<file path="config.mk">
export PLATFORM = sky130hd
export DESIGN_NAME = fp16_to_int
export DESIGN_NICKNAME = d
export VERILOG_FILES = /design/src/rtl/fp16_to_int.sv
export SDC_FILE = /design/constraint.sdc
export NUM_CORES = 1
export LEC_CHECK = 0
export CAP_MARGIN = 20
export CORE_ASPECT_RATIO = 0.7
export CORE_MARGIN = 2
export CORE_UTILIZATION = 57
export DETAILED_ROUTE_END_ITERATION = 8
export PLACE_DENSITY = 0.81
export SLEW_MARGIN = 20
export SYNTH_ARGS = -nofsm -noshare
export SYNTH_HDL_FRONTEND = slang
export SYNTH_SLANG_ARGS = --single-unit
</file>
<file path="constraint.sdc">
create_clock -name clk -period 4.18 [get_ports clk]
set_input_delay 0.836 -clock clk [delete_from_list [all_inputs] [get_ports clk]]
set_output_delay 0.836 -clock clk [all_outputs]
set_load 0.02 [all_outputs]
</file>
<file path="src/rtl/fp16_to_int.sv">
// Converts an IEEE-754 binary16 operand to a saturating OUT_W-bit signed integer,
// truncating toward zero, using a one-bit-per-cycle shifter behind a valid/ready handshake.
module fp16_to_int #(
  parameter int OUT_W = 16
) (
  input  logic             clk,
  input  logic             rst_n,
  input  logic             in_valid,
  output logic             in_ready,
  input  logic [15:0]      in_data,
  output logic             out_valid,
  input  logic             out_ready,
  output logic [OUT_W-1:0] out_int,
  output logic             ovf,
  output logic             inexact,
  output logic             nan
);

  typedef enum logic [1:0] {IDLE, SHIFT, SIGN, DONE} state_t;

  localparam logic [OUT_W-1:0] SAT_POS = {1'b0, {(OUT_W-1){1'b1}}};
  localparam logic [OUT_W-1:0] SAT_NEG = {1'b1, {(OUT_W-1){1'b0}}};
  localparam logic [32:0]      LIM_NEG = 33'd1 << (OUT_W-1);
  localparam logic [32:0]      LIM_POS = LIM_NEG - 33'd1;

  state_t           r_state;
  state_t           w_next;
  logic [15:0]      r_mag;
  logic [4:0]       r_cnt;
  logic             r_left;
  logic             r_sticky;
  logic             r_sign;
  logic [OUT_W-1:0] r_out_int;
  logic             r_ovf;
  logic             r_inexact;
  logic             r_nan;

  logic             w_accept;
  logic [4:0]       w_exp;
  logic [9:0]       w_frac;
  logic [4:0]       w_cnt_in;
  logic             w_special;
  logic [32:0]      w_mag_wide;
  logic [32:0]      w_mag_neg;
  logic             w_over;

  // Gating with rst_n keeps in_ready low while reset is held, yet high on the first cycle after release.
  assign in_ready  = (r_state == IDLE) && rst_n;
  assign out_valid = (r_state == DONE);
  assign out_int   = r_out_int;
  assign ovf       = r_ovf;
  assign inexact   = r_inexact;
  assign nan       = r_nan;

  assign w_accept   = in_valid && in_ready;
  assign w_exp      = in_data[14:10];
  assign w_frac     = in_data[9:0];
  assign w_cnt_in   = (w_exp > 5'd25) ? (w_exp - 5'd25) : (5'd25 - w_exp);
  assign w_special  = (w_exp == 5'd0) || (w_exp == 5'd31);

  assign w_mag_wide = {17'd0, r_mag};
  assign w_mag_neg  = 33'd0 - w_mag_wide;
  assign w_over     = w_mag_wide > (r_sign ? LIM_NEG : LIM_POS);

  always_ff @(posedge clk or negedge rst_n) begin
    if (!rst_n) r_state <= IDLE;
    else        r_state <= w_next;
  end

  always_comb begin
    // NOTE: default assigned first so every path drives w_next and no latch is inferred.
    w_next = r_state;
    unique case (r_state)
      IDLE:  if (w_accept) begin
               if (w_special)              w_next = DONE;
               else if (w_cnt_in == 5'd0)  w_next = SIGN;
               else                        w_next = SHIFT;
             end
      SHIFT: if (r_cnt == 5'd1) w_next = SIGN;
      SIGN:  w_next = DONE;
      DONE:  if (out_ready) w_next = IDLE;
      default: w_next = IDLE;
    endcase
  end

  // NOTE: non-blocking assignments so every register samples pre-edge values.
  always_ff @(posedge clk or negedge rst_n) begin
    if (!rst_n) begin
      r_mag     <= '0;
      r_cnt     <= '0;
      r_left    <= 1'b0;
      r_sticky  <= 1'b0;
      r_sign    <= 1'b0;
      r_out_int <= '0;
      r_ovf     <= 1'b0;
      r_inexact <= 1'b0;
      r_nan     <= 1'b0;
    end else begin
      unique case (r_state)
        IDLE: if (w_accept) begin
          r_sign   <= in_data[15];
          r_sticky <= 1'b0;
          if (w_exp == 5'd0) begin
            r_out_int <= '0;
            r_ovf     <= 1'b0;
            r_inexact <= (w_frac != 10'd0);
            r_nan     <= 1'b0;
          end else if (w_exp == 5'd31) begin
            r_inexact <= 1'b0;
            if (w_frac != 10'd0) begin
              r_out_int <= '0;
              r_ovf     <= 1'b0;
              r_nan     <= 1'b1;
            end else begin
              r_out_int <= in_data[15] ? SAT_NEG : SAT_POS;
              r_ovf     <= 1'b1;
              r_nan     <= 1'b0;
            end
          end else begin
            r_mag  <= {5'd0, 1'b1, w_frac};
            r_cnt  <= w_cnt_in;
            r_left <= (w_exp > 5'd25);
          end
        end
        SHIFT: begin
          r_cnt <= r_cnt - 5'd1;
          if (r_left) begin
            r_mag <= r_mag << 1;
          end else begin
            r_mag    <= r_mag >> 1;
            r_sticky <= r_sticky | r_mag[0];
          end
        end
        SIGN: begin
          if (w_over) begin
            r_out_int <= r_sign ? SAT_NEG : SAT_POS;
            r_ovf     <= 1'b1;
          end else begin
            r_out_int <= r_sign ? w_mag_neg[OUT_W-1:0] : w_mag_wide[OUT_W-1:0];
            r_ovf     <= 1'b0;
          end
          r_inexact <= r_sticky;
          r_nan     <= 1'b0;
        end
        default: ;
      endcase
    end
  end

endmodule

</file>
==> results.toml <==
[sta]
rsz0062_at_grt = "false"
hold-worst-slack_ns = 0.366
fin_crit_ns = 3.51
fin_setup_tns_ns = 0
worst_clock_skew_ns = 0.00334
period_share_pct = 83.9
hold_viol_final = 0
slew_headroom_pct = 38.2
setup_violations = 0
slew_viol_final = 0
tightest_slew_ns = 0.915
fmaxAchievable_mhz = 285

[layout]
n_antenna_cell = 0
area_growth_pct = 15.2
final_common_cell = "nor2_1"
final_cell_mix = "nor2_1 (50), dfrtp_1 (45), clkdlybuf4s50_1 (39)"
nNetsFinal = 473
final_area_um2 = 3950
layout-drive-gt1-share_pct = 6.86
stdcell_count = 498

[place]
io_buffers = 40
dp.cells = 491
dpl.hpwl_um = 5970
globalplace.congestion = 0.913
placed_cell_area_um2 = 3840

[clocking]
clk_latency_ns = 0.30
clk_path_buf_depth = 2
cts_setup_buffers = 0
cts_sinks = 45
numCtsBuffers = 5
clkSlewWorstSetupHoldPaths_ns = 0.09
hold_buffers = 0
cts_tree = "built"
cts-root-buf = "clkbuf_8"
htree_levels = 2
post_cts_resized = 0

[logic_synthesis]
synth_edf_count = 0
synthTopCellsByArea = "dfrtp_1 (33%), ha_1 (11%), mux2i_1 (5.5%), nor2_1 (5.5%), a21oi_1 (4.2%)"
synth-async-reset-ratio_pct = 100
synth-seq-cells = 45
yosys.area.top_type = "dfrtp_1"
syn_nets = 448
yosys_warnings = 0
ys_seq_area_share_pct = 32.8
synth-main-ff-cell = "dfrtp_1"
syn_area_um2 = 3430
ys_types = 61
synth_top_cell_area_share_pct = 32.8
syn_inst = 398
syn_avg_cell_area_um2 = 8.61

[setup_path]
cp-end-kind = "register"
required_ns = 4.32
crit_chain = "clkdlybuf4s50_1 -> inv_1 -> ha_1 -> nor4b_4 -> a41oi_2 -> o22ai_4 -> o21ai_4 -> or3_1 -> o22ai_1 -> a211oi_1"
cp_max_fo = 11
cp_slowest_cell = "o22ai_1"
criticalPathCategory = "in -> reg"
worstSetupStartpointType = "input pin"
arrival_ns = 3.64
slowest_delay_ns = 0.70

[floorplan]
num_rows = 23
die_y_um = 68.9
start_util_pct = 59.6
core_um2 = 5760
die_width_um = 96.7
top_level_ports = 41
dieArea_um2 = 6660

[power_and_ir_drop]
power.density_nw_per_um2 = 755
leakagePower_nw = 1.63
peakVddDrop_v = 0.000430

[detailed_routing]
via_per_inst = 6.18
vias = 3080
ant_nets = 0
routedWlPerCell_um = 16.9
drt_iter0_drc = 307
wirelength_um = 8440
drt_pass1_iterations = 4
drc = 0

[grt]
antenna_found_initial = 0
grt_start_max_net_pins = 43
overflow = 0
track_usage_pct = 26.1
grt_pass1_wl_um = 13800
grt_pass1_vias = 2805

[run]
maxCapViolCount = 0

[outcome]
status = "complete, no violations"

[hold_path]
min_path_type = "in -> async"
-- synth_stat cells (6+ instances only) --
master     n
o22ai_1    6
clkbuf_1  21
nor2_1    50
inv_1     20
mux2i_1   19
a21oi_1   29
ha_1      30
xor2_1     8
nor3_1     6
a211oi_1  12
dfrtp_1   45
a31oi_1    6
nand3_1    8
nand2_1   34
o21ai_0   26
o31ai_1    9
-- cell families after synthesis --
logic type | after synthesis | share of synthesized area (%)
and+or+nand+nor | 124 | 17.7
AOI/OAI and AO/OA | 116 | 23.0
muxes | 22 | 6.53
buffers and inverters | 48 | 5.62
adders and majority gates | 30 | 10.9
xor gates and xnor gates | 13 | 3.32
DFF | 45 | 32.8
-- critical path: cells and delay by family --
kind / cells / cell delay, ns
AO/OA/AOI/OAI: 5 / 1.32
AND/OR/NAND/NOR: 2 / 0.61
adder cells (fa/ha/maj): 1 / 0.20
buffers and inverters: 2 / 0.68
-- path summary, 6_finish.rpt --
kind	from	endpoint	slack [ns]	depth (start not counted)
setup / recovery	in_data[11]	out_int[2]	0.67	10
hold / removal	rst_n	r_state[0]	0.37	1
setup reg to reg	r_sign	out_int[2]	0.74	10
hold reg to reg	nan	nan	0.56	2
max in group asynchronous	rst_n	r_left	3.04	2
min in group clk	nan	nan	0.56	2
-- sequential cells by signal (all words and copies together), names as in the netlist --
register and flops:
out_int 16, r_mag 16, r_cnt 5, r_state 2
inexact 1, nan 1, ovf 1, r_left 1
r_sign 1, r_sticky 1
-- routing by layer --
metal	GRT usage, %	vias to the layer above	wire [um]
li1	-	1491	-
met1	38.3	1467	4150
met2	41.0	113	3650
met3	4.74	9	581
met4	4.93	0	65
met5	0	-	0
-- power by group --
| part | internal [W] | switching, W |
|---|---|---|
| Combinational | 0.000759 | 0.000984 |
| Sequential | 0.000634 | 0.000280 |
| Clock | 0.000174 | 0.000151 |
-- through the flow --
| stage | worst slack, ns | power [W] | util, % |
|---|---|---|---|
| 2_1_floorplan | 1.29 | 0.00211 | - |
| 3_3_place_gp | 0.495 | 0.00256 | 66.8 |
| 3_5_place_dp | 0.395 | 0.00263 | 66.8 |
| 4_1_cts | 0.699 | 0.00297 | 68.6 |
| 5_1_grt | 0.469 | 0.00324 | 68.6 |
| 6_report | 0.672 | 0.00298 | 68.6 |
-- layout make-up --
| cell class | count | area (um^2) |
|---|---|---|
| clock inverters | 2 | 35.0 |
| repair buffers | 46 | 440 |
| flip-flops and latches | 45 | 1130 |
| multi-input cells | 305 | 2110 |
| fillers | 475 | 1810 |
| clock buffers | 5 | 68.8 |
| inverters | 20 | 75.1 |
| well taps | 75 | 93.8 |
(Power assumes the default switching activity.)
